==> src/rtl/shifter_pkg.sv <==
// shifter_pkg: op encoding shared by the pipelined barrel shifter
//    op_t   3-bit operation code
//    OP_*   operation constants; 110/111 are pass-through
package shifter_pkg;
   typedef logic [2:0] op_t;
   localparam op_t OP_SRL  = 3'b000;
   localparam op_t OP_SRA  = 3'b001;
   localparam op_t OP_SLL  = 3'b010;
   localparam op_t OP_SLL2 = 3'b011;
   localparam op_t OP_ROR  = 3'b100;
   localparam op_t OP_ROL  = 3'b101;
   localparam op_t OP_PASS = 3'b110;
endpackage

==> src/rtl/shifter_stage.sv <==
// shifter_stage: one registered conditional shift by 2^K with carry and handshake
//    in_valid/in_d/in_op/in_b/in_carry  op entering this stage
//    nxt_ld   downstream stage (or consumer) takes this stage's op
//    ld       this stage loads this cycle
//    out_*    registered op for the next stage
//    SHIFTER_ROTATE_EN  enables ROR/ROL muxing; otherwise those ops pass through
module shifter_stage
   import shifter_pkg::*;
#(
   parameter int WIDTH = 32,
   parameter int K = 0,
   localparam int SHW = $clog2(WIDTH)
) (
   input  logic             clk,
   input  logic             rst_n,
   input  logic             in_valid,
   input  logic [WIDTH-1:0] in_d,
   input  op_t              in_op,
   input  logic [SHW-1:0]   in_b,
   input  logic             in_carry,
   input  logic             nxt_ld,
   output logic             ld,
   output logic             out_valid,
   output logic [WIDTH-1:0] out_d,
   output op_t              out_op,
   output logic [SHW-1:0]   out_b,
   output logic             out_carry
);
   localparam int S = 1 << K;
   logic sh, nc;
   logic [WIDTH-1:0] nd, sra;
   assign ld  = !out_valid || nxt_ld;
   assign sra = $signed(in_d) >>> S;
   always_comb begin
`ifdef SHIFTER_ROTATE_EN
      sh = in_b[K] && !(in_op[2] && in_op[1]);
      nd = !sh ? in_d :
           in_op == OP_SRL ? in_d >> S :
           in_op == OP_SRA ? sra :
           in_op == OP_ROR ? {in_d[S-1:0], in_d[WIDTH-1:S]} :
           in_op == OP_ROL ? {in_d[WIDTH-S-1:0], in_d[WIDTH-1:WIDTH-S]} :
           in_d << S;
`else
      sh = in_b[K] && !in_op[2];
      nd = !sh ? in_d :
           in_op == OP_SRL ? in_d >> S :
           in_op == OP_SRA ? sra :
           in_d << S;
`endif
      // new MSB after ROR and new LSB after ROL are the same bits SRL/SLL shift out
      nc = !sh ? in_carry :
           (in_op == OP_SRL || in_op == OP_SRA || in_op == OP_ROR) ? in_d[S-1] : in_d[WIDTH-S];
   end
   always_ff @(posedge clk or negedge rst_n) begin
      if (!rst_n) begin
         out_valid <= 1'b0;
         out_d     <= '0;
         out_op    <= OP_SRL;
         out_b     <= '0;
         out_carry <= 1'b0;
      end else if (ld) begin
         out_valid <= in_valid;
         out_d     <= nd;
         out_op    <= in_op;
         out_b     <= in_b;
         out_carry <= nc;
      end
   end
endmodule

==> src/rtl/shifter_pipe.sv <==
// shifter_pipe: fully pipelined barrel shifter with rotate, carry-out and valid/ready
//    in_valid/in_ready   input handshake; in_a operand, in_b amount, in_op operation
//    out_valid/out_ready output handshake; out_c result, out_carry last bit shifted out
//    SHIFTER_ROTATE_EN   enables ROR/ROL; otherwise ops 100/101 pass through
module shifter_pipe
   import shifter_pkg::*;
#(
   parameter int WIDTH = 32
) (
   input  logic                     clk,
   input  logic                     rst_n,
   input  logic                     in_valid,
   output logic                     in_ready,
   input  logic [WIDTH-1:0]         in_a,
   input  logic [$clog2(WIDTH)-1:0] in_b,
   input  op_t                      in_op,
   output logic                     out_valid,
   input  logic                     out_ready,
   output logic [WIDTH-1:0]         out_c,
   output logic                     out_carry
);
   localparam int SHW = $clog2(WIDTH);
   logic [SHW:0] v, ld, c;
   logic [WIDTH-1:0] d [SHW+1];
   op_t op [SHW+1];
   logic [SHW-1:0] b [SHW+1];
   logic unused_tail;
   assign v[0]      = in_valid;
   assign d[0]      = in_a;
   assign op[0]     = in_op;
   assign b[0]      = in_b;
   assign c[0]      = 1'b0;
   assign ld[SHW]   = out_ready;
   assign in_ready  = ld[0];
   assign out_valid = v[SHW];
   assign out_c     = d[SHW];
   assign out_carry = c[SHW];
   assign unused_tail = ^{op[SHW], b[SHW]};
   for (genvar k = 0; k < SHW; k++) begin : g_stage
      shifter_stage #(.WIDTH(WIDTH), .K(k)) u_stage (
         .clk       (clk),
         .rst_n     (rst_n),
         .in_valid  (v[k]),
         .in_d      (d[k]),
         .in_op     (op[k]),
         .in_b      (b[k]),
         .in_carry  (c[k]),
         .nxt_ld    (ld[k+1]),
         .ld        (ld[k]),
         .out_valid (v[k+1]),
         .out_d     (d[k+1]),
         .out_op    (op[k+1]),
         .out_b     (b[k+1]),
         .out_carry (c[k+1])
      );
   end
endmodule
==> config.mk <==
export PLATFORM = sky130hd
export DESIGN_NAME = shifter_pipe
export DESIGN_NICKNAME = d
export VERILOG_FILES = /design/src/rtl/shifter_pkg.sv /design/src/rtl/shifter_stage.sv /design/src/rtl/shifter_pipe.sv
export SDC_FILE = /design/constraint.sdc
export NUM_CORES = 1
export LEC_CHECK = 0
export ABC_AREA = 1
export CORE_MARGIN = 3
export CORE_UTILIZATION = 64
export CTS_CLUSTER_SIZE = 20
export DETAILED_ROUTE_END_ITERATION = 10
export GPL_TIMING_DRIVEN = 0
export PLACE_DENSITY = 0.86
export SKIP_CTS_REPAIR_TIMING = 1
export SYNTH_ARGS = -nofsm -noshare
export SYNTH_HDL_FRONTEND = slang
export SYNTH_SLANG_ARGS = --single-unit
==> constraint.sdc <==
create_clock -name clk -period 3.1 [get_ports clk]
set_input_delay 0.31 -clock clk [delete_from_list [all_inputs] [get_ports clk]]
set_output_delay 0.31 -clock clk [all_outputs]
set_load 0.01 [all_outputs]
# Word level (Yosys, flattened, before mapping)
# Cells that the tools add are included.
[classes]
n_eq_ne = 10
n_reduce_logical = 35
muxes = 25
[op_table]
columns = ["operator", "n"]
rows = [
  ["two-way mux 32 bit", 15],
  ["equality test 3 x 1 -> 1 bit, second input constant", 5],
  ["equality test 3 bit, second input constant", 5],
  ["zero test 3 bit", 5],
  ["logical OR 1 bit", 15],
  ["zero test 1 bit", 10],
  ["two-way mux 1 bit", 10],
  ["logical AND 1 bit", 5],
]
[totals]
regBits = 202

# Logic depth before layout (Yosys ltp)
# Gate-level depths: netlist of the first run.
[depth]
word_depth = 6
mapped_depth = 8

# Modules after synthesis
# A second synthesis of the first run with hierarchy kept.
[unflattened]
hier_cells = 1478
hier_area_um2 = 11197.0
[by_module_without_submodules]
columns = ["module", "n_inst", "cells_per_inst", "area_per_inst_um2"]
rows = [
  ["shifter_stage at g_stage[3].u_stage", 1, 286, 2324.7],
  ["shifter_stage at g_stage[0].u_stage", 1, 328, 2303.5],
  ["shifter_stage at g_stage[2].u_stage", 1, 290, 2222.1],
  ["shifter_stage at g_stage[1].u_stage", 1, 293, 2204.6],
  ["shifter_stage at g_stage[4].u_stage", 1, 280, 2138.3],
  ["shifter_pipe", 1, 1, 3.8],
]

# Least setup slack after synthesis of the first run
# Ideal clock, no wire load.
[synth_timing]
path_kind = "reg-to-output"
from = "register g_stage[4].u_stage.out_valid"
to = "output in_ready"
slack_ps = 1676
arrival_ps = 1114
path_buffers = 2
stages_incl_launch_ff = 6
path_cell_list = "dfrtp_1 nand4_2 nor2_1 nand2_1 buf_2 buf_2"
[synth_via]
elab_chain_cells = 6
[synth_rtl]
columns = ["item", "line", "rtl"]
rows = [
  ["from (decl)", "shifter_stage.sv:23", "output logic out_valid,"],
  ["from (signal assigned)", "shifter_stage.sv:62", "out_valid <= in_valid;"],
  ["zero test 1 bit", "shifter_stage.sv:32", "assign ld = !out_valid || nxt_ld;"],
  ["logical OR 1 bit (5 in a row)", "shifter_stage.sv:32", ""],
  ["to (decl)", "shifter_pipe.sv:13", "output logic in_ready,"],
]
# No other way between the ends.

# Final worst setup path of the first run
[layout_timing]
from = "register g_stage[3].u_stage.out_valid"
to = "output in_ready"
[layout_via]
elab_chain_cells = 5
[layout_rtl]
columns = ["item", "line"]
rows = [
  ["from (decl)", "shifter_stage.sv:23"],
  ["from (signal assigned)", "shifter_stage.sv:62"],
  ["zero test 1 bit", "shifter_stage.sv:32"],
  ["logical OR 1 bit (4 in a row)", "shifter_stage.sv:32"],
]
# No other way between the ends.

==> results of run 1 <==
-- metal layers --
metal / track usage / part of all wire / up-vias
li1: - / - / 5021
met1: 0.357 / 0.38 / 4714
met2: 0.613 / 0.52 / 438
met3: 0.0533 / 0.052 / 120
met4: 0.197 / 0.056 / 0
met5: 0 / 0 / -
-- sequential cells by signal (all words and copies together) (netlist names) --
register	count
g_stage.u_stage.out_valid	5
g_stage.u_stage.out_d	160
g_stage.u_stage.out_op	12
g_stage.u_stage.out_carry	5
g_stage.u_stage.out_b	10
-- worst paths after layout --
kind                                                               start  cells after the start                                       end
worst max-delay path            g_stage[3].u_stage.out_valid$_DFFE_PN0P_                      6                                  in_ready
worst min-delay path                                             in_b[3]                      3   g_stage[0].u_stage.out_b[3]$_DFFE_PN0P_
worst max register to register  g_stage[4].u_stage.out_valid$_DFFE_PN0P_                      6   g_stage[1].u_stage.out_d[1]$_DFFE_PN0P_
worst min register to register  g_stage[1].u_stage.out_valid$_DFFE_PN0P_                      2  g_stage[2].u_stage.out_valid$_DFFE_PN0P_
max in group asynchronous                                          rst_n                      3  g_stage[1].u_stage.out_d[22]$_DFFE_PN0P_
min in group asynchronous                                          rst_n                      2   g_stage[4].u_stage.out_d[1]$_DFFE_PN0P_
-- where the power goes --
part | leakage (nW) | switching, mW | internal [mW]
clock network | 0.269 | 0.942 | 1.19
logic | 3.49 | 2.02 | 1.56
registers | 2.28 | 0.884 | 3.33
total | 6.05 | 3.85 | 6.09
-- worst min-delay path, delay by kind of cell --
family / cells / cell delay [ns]
buf+inv: 1 / 0.39
simple gates: 2 / 0.11
-- final cells by class --
class,count,area [um2],area share
clock buffer,24,492,0.0402
inverter,101,379,0.0310
tap,216,270,0.0221
sequential,192,4800,0.393
multi-input combinational,1100,4750,0.389
buffer,124,622,0.0509
timing repair buffer,80,823,0.0674
clock inverter,8,78.8,0.00645
-- synth_stat cells, types with 2 or more instances --
library cell  instances
inv_1                94
o211ai_1             36
inv_2                 3
nand4_1               2
nor3_1               11
o21ai_1              13
or2_2                 4
dfrtp_1             192
nor2_1              224
clkinv_1              4
a31oi_1              24
nand2_1             492
clkbuf_1             62
buf_2                29
buf_4                32
a21oi_1              61
o21ai_0             180
nand3_1              49
-- logic make-up after synthesis --
| family | Yosys count | synth area share |
|---|---|---|
| compound gates | 314 | 0.160 |
| buf+inv | 225 | 0.0948 |
| flops | 192 | 0.455 |
| simple gates | 786 | 0.290 |
==> results.json, run 1 <==
{
  "initial_core_util": 0.660,
  "netlist.area_leader.share": 0.455,
  "r2r_slack_ns": 1.27,
  "drtAntennaViolNets": 0,
  "fin_crit_ns": 2.69,
  "detail_route.vias_per_cell": 5.58,
  "ys_ff_latch": 192,
  "nFillCells": 1249,
  "via_count": 10293,
  "place_area_mm2": 0.0116,
  "cp_max_fo": 10,
  "path_class": "flip-flop to primary output",
  "cp.required_ns": 2.79,
  "grt_usage": 0.332,
  "irDropWorstVdd_mv": 0.468,
  "final_cell_mix": "nand2_1 (492), nor2_1 (224), dfrtp_1 (192)",
  "synth-seq-area-share": 0.455,
  "slowest_stage": "clkdlybuf4s50_1",
  "max_freq_mhz": 372,
  "syn-mean-instance-area_um2": 6.96,
  "clk_pin_slew_worst_paths_ns": 0.07,
  "tightest_slew_ns": 0.800,
  "rsz0062_at_grt": "no",
  "grt_pass1_wl_um": 47600,
  "critPathLaunchType": "flip-flop",
  "drcViolationCount": 0,
  "fin_setup_tns_ns": 0,
  "place_hpwl_um": 21700,
  "routed_wl_um": 28900,
  "firstDrtPassIters": 5,
  "postSynthCellCount": 1517,
  "crit_chain": "nand4_2 -> nor2_1 -> nand2_1 -> buf_2 -> buf_2 -> clkdlybuf4s50_1",
  "maxCapViolations": 0,
  "grt_max_degree": 115,
  "cts_tree": "yes",
  "die_height_um": 134,
  "clockBufferDepth": 2,
  "clk_latency_ns": 0.43,
  "synth_warnings": 0,
  "clkSinkCount": 192,
  "period_share": 0.868,
  "drt-initial-drc-count": 774,
  "synth_area_mm2": 0.0106,
  "core-area_mm2": 0.0160,
  "ctsRootBufferMaster": "clkbuf_16",
  "synth_cell_type_count": 23,
  "hold_viol": 0,
  "slew-limit-headroom": 0.466,
  "overflow": 0,
  "finalInstanceArea_mm2": 0.0122,
  "antenna_found_initial": 0,
  "finalHoldWorstSlack_ns": 0.423,
  "crit_top_cell": "buf_2",
  "setup_violations": 0,
  "gp_congestion": 0.997,
  "dp_cells": 1812,
  "place_ws_ns": 0.459,
  "async_flop_share": 1.00,
  "crit_family": "buffers and inverters",
  "io_pins": 79,
  "slowest_delay_ns": 0.50,
  "cp_num_buf_inv": 3,
  "rows": 46,
  "layout_setup_ws_ns": 0.408,
  "synthFlopType": "dfrtp_1",
  "leakage_nw": 6.05,
  "finish.utilization": 0.764,
  "status": "completed",
  "fin_nets": 1660,
  "critPathArrivalTime_ns": 2.38,
  "yosys.area.top_type": "dfrtp_1",
  "cts_buffers": 17,
  "synth_area_leaders": "dfrtp_1 (46%), nand2_1 (17%), o21ai_0 (8.5%)",
  "syn_to_final_growth_pct": 15.8,
  "power_density_mw_per_mm2": 813,
  "grt_pass1_vias": 9966,
  "synth-edff-count": 0,
  "portBuffers": 78,
  "fin_worst_skew_ns": 0.00833,
  "stdcell_count": 1845,
  "dieArea_mm2": 0.0181,
  "hp-class": "input pin to flip-flop",
  "final_common_cell": "nand2_1",
  "diodes": 0,
  "die_w_um": 134,
  "syn-num-nets": 1561,
  "p_total_mw": 9.94,
  "drive_above_1_share": 0.0626,
  "post_drt_wl_per_cell_um": 15.7,
  "slew_viol_final": 0,
  "ctsHtreeMaxLevel": 4,
  "cp-end-kind": "primary output"
}
Power figures use the tool's default switching activity.
==> run 2, diff against run 1 <==
SKIP_CTS_REPAIR_TIMING = not set   (was 1)
==> results of run 2 <==
Final layout, timing and power as in run 1 (identical DEF).
Among the figures that moved: via count of the first global-routing pass 9966 -> 9963
